--- config.mk ---
export PLATFORM = sky130hd
export DESIGN_NAME = alu_bist_ctrl_flat
export DESIGN_NICKNAME = d
export VERILOG_FILES = /design/src/rtl/alu_bist_ctrl_if.sv /design/src/rtl/alu_bist_ctrl.sv /design/src/flat_wrapper.sv
export SDC_FILE = /design/constraint.sdc
export NUM_CORES = 1
export LEC_CHECK = 0
export ABC_CLOCK_PERIOD_IN_PS = 24900
export BUFFER_PORTS_ARGS = -buffer_cell sky130_fd_sc_hd__buf_4
export CELL_PAD_IN_SITES_DETAIL_PLACEMENT = 0
export CELL_PAD_IN_SITES_GLOBAL_PLACEMENT = 1
export CORE_MARGIN = 5
export CORE_UTILIZATION = 35
export CTS_CLUSTER_DIAMETER = 150
export CTS_CLUSTER_SIZE = 30
export DETAILED_ROUTE_END_ITERATION = 7
export PLACE_DENSITY = 0.63
export SKIP_LAST_GASP = 1
export SLEW_MARGIN = 30
export SYNTH_ARGS = -nofsm -noshare
export SYNTH_HDL_FRONTEND = slang
export SYNTH_SLANG_ARGS = --single-unit
--- constraint.sdc ---
create_clock -name clk -period 24.9 [get_ports clk]
set_clock_uncertainty 0.15 [all_clocks]
set_input_delay 1.245 -clock clk [delete_from_list [all_inputs] [get_ports clk]]
set_output_delay 1.245 -clock clk [all_outputs]
set_load 0.01 [all_outputs]
--- src/rtl/alu_bist_ctrl_if.sv ---
// Host/ALU bus of the ALU self-test controller: start/status toward the host, operands and result toward the ALU.
// master = controller side; slave = host plus the ALU under test.
interface alu_bist_ctrl_if;
  logic        start;
  logic [3:0]  alu_a;
  logic [3:0]  alu_b;
  logic [2:0]  alu_op;
  logic [7:0]  alu_y;
  logic        busy;
  logic        done;
  logic        pass;
  logic [7:0]  err_cnt;
  logic [18:0] fail_vec;

  modport master (
    input  start, alu_y,
    output alu_a, alu_b, alu_op, busy, done, pass, err_cnt, fail_vec
  );

  modport slave (
    output start, alu_y,
    input  alu_a, alu_b, alu_op, busy, done, pass, err_cnt, fail_vec
  );
endinterface

--- src/rtl/alu_bist_ctrl.sv ---
// Sweeps all 2048 {op,b,a} vectors into a 4-bit ALU and checks alu_y against a golden model.
// Each vector takes SETTLE+1 cycles; no backpressure, start is ignored while a sweep is running.
module alu_bist_ctrl #(
  parameter int unsigned SETTLE = 1
) (
  input  logic            clk,
  input  logic            rst,
  alu_bist_ctrl_if.master bus
);

  localparam logic [1:0]  S_IDLE  = 2'd0;
  localparam logic [1:0]  S_DRIVE = 2'd1;
  localparam logic [1:0]  S_CHECK = 2'd2;
  localparam logic [1:0]  S_DONE  = 2'd3;
  localparam logic [3:0]  SETTLE_LAST = 4'(SETTLE - 1);
  localparam logic [10:0] V_LAST = 11'h7FF;

  logic [1:0]  state;
  logic [10:0] v;
  logic [3:0]  settle_cnt;
  logic [7:0]  y_cap;
  logic [7:0]  err_cnt;
  logic [18:0] fail_vec;

  logic [7:0]  op_a;
  logic [7:0]  op_b;
  logic [7:0]  r;
  logic [7:0]  exp_word;
  logic        mismatch;

  // Golden model: operands zero-extended to 8 bits, carry bit always expected 0.
  always_comb begin
    op_a = {4'h0, v[3:0]};
    op_b = {4'h0, v[7:4]};
    r    = 8'h00;
    case (v[10:8])
      3'd0: r = op_a + op_b;
      3'd1: r = op_a - op_b;
      3'd2: r = op_a * op_b;
      3'd3: r = (op_b != 8'h00) ? (op_a / op_b) : 8'h00;
      3'd4: r = op_a & op_b;
      3'd5: r = op_a | op_b;
      3'd6: r = ~op_a;
      3'd7: r = op_a ^ op_b;
    endcase
    exp_word = {(r == 8'h00), 1'b0, r[5:0]};
  end

  assign mismatch = (y_cap != exp_word);

  always_ff @(posedge clk) begin
    if (rst) begin
      state      <= S_IDLE;
      v          <= 11'd0;
      settle_cnt <= 4'd0;
      y_cap      <= 8'h00;
      err_cnt    <= 8'h00;
      fail_vec   <= 19'd0;
    end else begin
      case (state)
        S_IDLE, S_DONE: begin
          if (bus.start) begin
            state      <= S_DRIVE;
            v          <= 11'd0;
            settle_cnt <= 4'd0;
            err_cnt    <= 8'h00;
            fail_vec   <= 19'd0;
          end
        end
        S_DRIVE: begin
          if (settle_cnt == SETTLE_LAST) begin
            y_cap <= bus.alu_y;
            state <= S_CHECK;
          end else begin
            settle_cnt <= settle_cnt + 4'd1;
          end
        end
        S_CHECK: begin
          // err_cnt still zero means this is the first mismatch of the sweep.
          if (mismatch) begin
            if (err_cnt == 8'h00) begin
              fail_vec <= {v, y_cap};
            end
            if (err_cnt != 8'hFF) begin
              err_cnt <= err_cnt + 8'd1;
            end
          end
          if (v == V_LAST) begin
            state <= S_DONE;
          end else begin
            v          <= v + 11'd1;
            settle_cnt <= 4'd0;
            state      <= S_DRIVE;
          end
        end
      endcase
    end
  end

  assign bus.alu_op   = v[10:8];
  assign bus.alu_b    = v[7:4];
  assign bus.alu_a    = v[3:0];
  assign bus.busy     = (state == S_DRIVE) || (state == S_CHECK);
  assign bus.done     = (state == S_DONE);
  assign bus.pass     = (state == S_DONE) && (err_cnt == 8'h00);
  assign bus.err_cnt  = err_cnt;
  assign bus.fail_vec = fail_vec;

endmodule
--- src/flat_wrapper.sv ---
// flat-port wrapper written by rule: the top's interface ports become plain ports
module alu_bist_ctrl_flat 
#(
  parameter int unsigned SETTLE = 1
)
  (clk, rst, bus_start, bus_alu_y, bus_alu_a, bus_alu_b, bus_alu_op, bus_busy, bus_done, bus_pass, bus_err_cnt, bus_fail_vec);
  alu_bist_ctrl_if bus_i ();
  input  logic clk;
  input  logic rst;
  input wire logic [$bits(bus_i.start)-1:0] bus_start;
  input wire logic [$bits(bus_i.alu_y)-1:0] bus_alu_y;
  output wire logic [$bits(bus_i.alu_a)-1:0] bus_alu_a;
  output wire logic [$bits(bus_i.alu_b)-1:0] bus_alu_b;
  output wire logic [$bits(bus_i.alu_op)-1:0] bus_alu_op;
  output wire logic [$bits(bus_i.busy)-1:0] bus_busy;
  output wire logic [$bits(bus_i.done)-1:0] bus_done;
  output wire logic [$bits(bus_i.pass)-1:0] bus_pass;
  output wire logic [$bits(bus_i.err_cnt)-1:0] bus_err_cnt;
  output wire logic [$bits(bus_i.fail_vec)-1:0] bus_fail_vec;
  assign bus_i.start = bus_start;
  assign bus_i.alu_y = bus_alu_y;
  assign bus_alu_a = bus_i.alu_a;
  assign bus_alu_b = bus_i.alu_b;
  assign bus_alu_op = bus_i.alu_op;
  assign bus_busy = bus_i.busy;
  assign bus_done = bus_i.done;
  assign bus_pass = bus_i.pass;
  assign bus_err_cnt = bus_i.err_cnt;
  assign bus_fail_vec = bus_i.fail_vec;
  alu_bist_ctrl #(.SETTLE(SETTLE)) u_core (.clk(clk), .rst(rst), .bus(bus_i));
endmodule
Yosys cells after proc, flatten, opt, wreduce, memory -nomap -nowiden
Index checks and enable logic that the tools add are counted.
{"block": "word_totals", "inputBits": 11, "ff_bits": 52, "elab_cells": 74, "out_inout_bits": 41}
{"block": "classes", "n_div": 1, "n_addsub": 5, "mul": 1, "n_bitwise": 4, "reduce_logical": 16, "eq_ne": 20, "muxes": 21}
{"cell": "$pmux 8 s8", "count": 1}
{"cell": "$mux 19", "count": 3}
{"cell": "$pmux 19 s2", "count": 1}
{"cell": "$mux 8", "count": 4}
{"cell": "$mux 11", "count": 2}
{"cell": "$pmux 11 s2", "count": 1}
{"cell": "$logic_not 8->1", "count": 2}
{"cell": "$pmux 8 s2", "count": 1}
{"cell": "$eq 3x3->1 const B", "count": 4}
{"cell": "$mux 4", "count": 3}
{"cell": "$pmux 4 s3", "count": 1}
{"cell": "$add 11x1->11 const B", "count": 1}
{"cell": "$eq 11x11->1 const B", "count": 1}
{"cell": "$add 8x1->8 const B", "count": 1}
{"cell": "$div 4x4->8", "count": 1}
{"cell": "$mul 4x4->8", "count": 1}
{"cell": "$ne 2x1->1 const B", "count": 4}
{"cell": "$ne 8x8->1", "count": 1}
{"cell": "$ne 8x8->1 const B", "count": 1}
{"cell": "$not 4->8", "count": 1}
{"cell": "$reduce_and 4->1", "count": 2}
{"cell": "$eq 3x2->1 const B", "count": 2}
{"cell": "$mux 2", "count": 3}
{"cell": "$ne 2x2->1 const B", "count": 3}
{"cell": "other kinds (20)", "count": 23}

Logic depth before layout (Yosys ltp)
{"block": "logic_depth", "ltp_word": 7, "ltp_mapped": 56, "depth_no_buf": 53}

Least setup slack after synthesis
No wires, ideal clock.
{"block": "synth_timing", "path_type": "reg2reg", "startpoint": "reg u_core.v[4]", "endpoint": "reg u_core.err_cnt[6], in the netlist u_core.bus.err_cnt[6]", "path_buffers": 1, "path_stages_with_launch": 47, "t_required_ns": 24.662, "setup_ns": 0.088, "arrival_time_ns": 9.783, "slack_ns": 14.879, "cell_sequence": "dfxtp_1 inv_1 ha_1 o21ai_0 a21o_1 nor2_1 ha_1 o211a_1 o21a_1 nor2_1 mux2i_1 inv_1 ha_1 clkbuf_1 o2111ai_1 nand3_1 a311oi_1 a21oi_2 [... 11 more ...] o21a_1 o21ai_0 nand2b_1 nor4_1 mux2_4 nor2_1 nor2_1 a21oi_1 ha_1 a21boi_0 o21ai_0 nand2b_1 a211o_1 nor4_1 a221oi_4 mux2_4 o311a_1 a311oi_2"}
{"block": "synth_between", "elab_chain_len": 7}
{"element": "start, declared", "line": "alu_bist_ctrl.sv:19", "source": "logic [10:0] v;"}
{"element": "start signal, assigned", "line": "alu_bist_ctrl.sv:91", "source": "v <= v + 11'd1;"}
{"element": "$div 4x4->8 or $reduce_bool 4->1 (tied branches)", "line": "alu_bist_ctrl.sv:40", "source": "3'd3: r = (op_b != 8'h00) ? (op_a / op_b) : 8'h00;"}
{"element": "$mux 8", "line": "alu_bist_ctrl.sv:40"}
{"element": "$pmux 8 s8 (*)", "line": "alu_bist_ctrl.sv:36", "source": "case (v[10:8])"}
{"element": "$logic_not 8->1", "line": "alu_bist_ctrl.sv:46", "source": "exp_word = {(r == 8'h00), 1'b0, r[5:0]};"}
{"element": "$ne 8x8->1 (*)", "line": "alu_bist_ctrl.sv:49", "source": "assign mismatch = (y_cap != exp_word);"}
{"element": "$ne 2x1->1 (no source line) (*)"}
{"element": "$reduce_and 4->1 (no source line) (*)"}
{"element": "end signal, assigned", "line": "alu_bist_ctrl.sv:85", "source": "err_cnt <= err_cnt + 8'd1;"}
{"element": "end, declared", "line": "alu_bist_ctrl.sv:22", "source": "logic [7:0] err_cnt;"}
Every way passes the cells marked *; elsewhere a longest branch is shown, timed or not.
A chain may end at the register's enable or synchronous reset.

Worst setup path after layout
{"block": "layout_timing", "startpoint": "reg u_core.v[4]", "endpoint": "reg u_core.fail_vec[3], in the netlist u_core.bus.fail_vec[3]"}
{"block": "layout_between", "elab_chain_len": 7}
{"element": "$div 4x4->8 or $reduce_bool 4->1 (tied branches)", "line": "alu_bist_ctrl.sv:40"}
{"element": "$mux 8", "line": "alu_bist_ctrl.sv:40"}
{"element": "$pmux 8 s8 (*)", "line": "alu_bist_ctrl.sv:36"}
{"element": "$logic_not 8->1", "line": "alu_bist_ctrl.sv:46"}
{"element": "$ne 8x8->1 (*)", "line": "alu_bist_ctrl.sv:49"}
{"element": "$ne 2x1->1 (no source line) (*)"}
{"element": "$reduce_and 4->1 (no source line) (*)"}
{"element": "end signal, assigned", "line": "alu_bist_ctrl.sv:82", "source": "fail_vec <= {v, y_cap};"}
{"element": "end, declared", "line": "alu_bist_ctrl.sv:23", "source": "logic [18:0] fail_vec;"}
Marks and branches as above.

==> out/results.tsv <==
metric	value	unit
status	completed	
max_cap_violations	0	
grt_max_degree	25	
synth-adder-area-share	17.6	%
start_kind	flop	
coreArea	14500	um^2
fillers	1513	
fp.dieW	132	um
crit_family	compound AO/OA/AOI/OAI gates	
final_cell_mix	ha_1, nor2_1, nand2_1, inv_1, buf_4	
peakVddDrop	0.0313	mV
wirelength	16.0	mm
die_height	132	um
grt_pass1_wl	26.2	mm
rsz0062_at_grt	no	
synth_xor_area_share	4.07	%
synthMuxAreaShare	4.38	%
clockBufferDepth	2	
post_cts_buffers	0	
tritoncts	yes	
syn-instance-count	639	
worstSetupPathType	reg -> reg	
start_util	35.6	%
syn-cell-area	5170	um^2
synth_edf_count	0	
dr.first_iter.drc_count	358	
synthSimpleGateAreaFrac	20.8	%
first_pass_iters	5	
clkTransAtPathRegs	70	ps
drtAntennaViolNets	0	
rows	44	
viasPerCell	5.57	
syn_to_final_growth	14.0	%
htree_num_levels	2	
maxSlewViolCount	0	
wire_per_inst	18.4	um
power	0.387	mW
ys.flop_type	dfxtp_1	
finalCritPeriodShare	48.1	%
synth_compound_area_share	27.2	%
fin_crit	11970	ps
clkSinkCount	52	
postLayoutCoreUtil	40.5	%
ys_seq_area_share	20.1	%
antenna_found_initial	0	
clock_tree.root_cell	clkbuf_16	
place.gp.congestion	0.892	
cts_buffers	5	
p_leak	2.38	nW
critical_path_arrival	11970	ps
grt_pass1_vias	4828	
critical_path_buf_inv_count	2	
cp_slowest_cell	a211oi_1	
overflow	0	
final_nets	766	
synth-seq-cells	52	
required	24900	ps
tns	0	ps
relSlewSlack	38.2	%
syn_area_per_cell	8.09	um^2
synth_top_family_by_area	compound AO/OA/AOI/OAI gates	
ys_warn_count	0	
io_pins	52	
setup_viol	0	
dpl.hpwl	12.5	mm
worst_pin_slew	926	ps
die_area	17300	um^2
finalHoldViolations	0	
powerDensity	65.7	nW/um^2
vias	4848	
worstSetupEndpointType	flop	
max_stage_delay	700	ps
grt_usage	18.1	%
port_buffers	51	
drc_errors	0	
cts_hold_buf	0	
async_flop_share	0	%
clk_latency	290	ps
diodes	0	
drive_gt1_share	14.0	%
min-delay-path-class	reg -> reg	
cts_resized	0	
clock.fmax	0.0836	GHz
path_max_fanout	19	
final_common_cell	ha_1	
synth_cell_types	80	
[synthesized netlist by cell type, drive strengths merged, types with 5 or more instances]
library cell	n	area share (%)
nand3	12	1.2
ha	63	15
a21o	8	1.2
o21a	10	1.5
o2bb2ai	22	4.8
a21oi	42	4.1
nor3	15	1.5
mux2i	14	2.8
nor2	62	4.6
a31oi	6	0.85
a211oi	10	1.6
xor2	9	1.5
clkbuf	13	0.94
and2	6	0.73
xnor2	15	2.5
nand4	5	0.61
nand2	58	4.2
mux2	6	1.6
a2111oi	5	0.97
nand2b	8	0.97
dfxtp	52	20
or3	8	0.97
fa	6	2.3
inv	55	4.0
o21ai	27	2.6
or2	8	1.0
nor4	7	0.97
nor2b	12	1.5
[per-stage QoR]
step | worst slack (ps) | hold slack (ps) | cell area (um^2) | cells
floorplan | 14880 | 305 | 5180 | 642
global placement | 13460 | 284 | 5720 | 863
detailed placement | 13030 | 288 | 5740 | 863
CTS | 12990 | 299 | 5890 | 870
global route | 11880 | 320 | 5890 | 870
finish | 12930 | 297 | 5890 | 870
[cells by family (layout without fill, tap and decap cells)]
family | Yosys count | after routing
AND/OR/NAND/NOR | 217 | 217
AO/OA/AOI/OAI | 183 | 183
buffers and inverters | 73 | 117
adder cells (fa/ha/maj) | 69 | 69
flip-flops | 52 | 52
XOR/XNOR | 24 | 24
multiplexers | 20 | 20
other | 1 | 4
[final timing paths]
kind	from	cells past startpoint	to	slack, ps
min	u_core.bus.fail_vec[0]$_SDFFE_PP0P_	2	u_core.bus.fail_vec[0]$_SDFFE_PP0P_	300
min reg2reg	u_core.bus.fail_vec[0]$_SDFFE_PP0P_	2	u_core.bus.fail_vec[0]$_SDFFE_PP0P_	300
max	u_core.v[4]$_SDFFE_PP0P_	45	u_core.bus.fail_vec[3]$_SDFFE_PP0P_	12930
max reg2reg	u_core.v[4]$_SDFFE_PP0P_	45	u_core.bus.fail_vec[3]$_SDFFE_PP0P_	12930
[sequential cells by signal (all words and copies together), names as in the netlist]
| signal | cells |
|---|---|
| u_core.settle_cnt | 4 |
| u_core.bus.fail_vec | 19 |
| u_core.bus.err_cnt | 8 |
| u_core.v | 11 |
| u_core.y_cap | 8 |
| u_core.state | 2 |
[area by class of cell]
type                       instances  area, um^2  share of cell area [%]
clock buffer                       7         153                    2.59
inverter                          57         214                    3.63
multi-input combinational        517        3860                    65.4
sequential                        52        1040                    17.7
tap                              184         230                    3.91
timing repair buffer              53         398                    6.75
[worst reg2reg max path, delay by kind of cell (launching register included)]
family | cells | cell delay [ps]
buf+inv | 2 | 520
compound gates | 22 | 5200
simple gates | 11 | 2020
flops | 1 | 690
mux | 4 | 1230
fa+ha+maj | 6 | 2070
[metal layers]
metal	GRT usage (%)	vias to the layer above	share of wire, %
li1	-	2415	-
met1	26.5	2322	51
met2	29.0	99	45
met3	2.68	12	3.5
met4	2.34	0	0.87
met5	0	-	0
[where the power goes]
part	total (mW)	internal, mW	switching [mW]
sequential	0.0889	0.0855	0.00338
clock	0.0719	0.0423	0.0296
combinational	0.226	0.0923	0.134
total	0.387	0.220	0.167
Note: power is estimated with default switching activity, not from simulation.
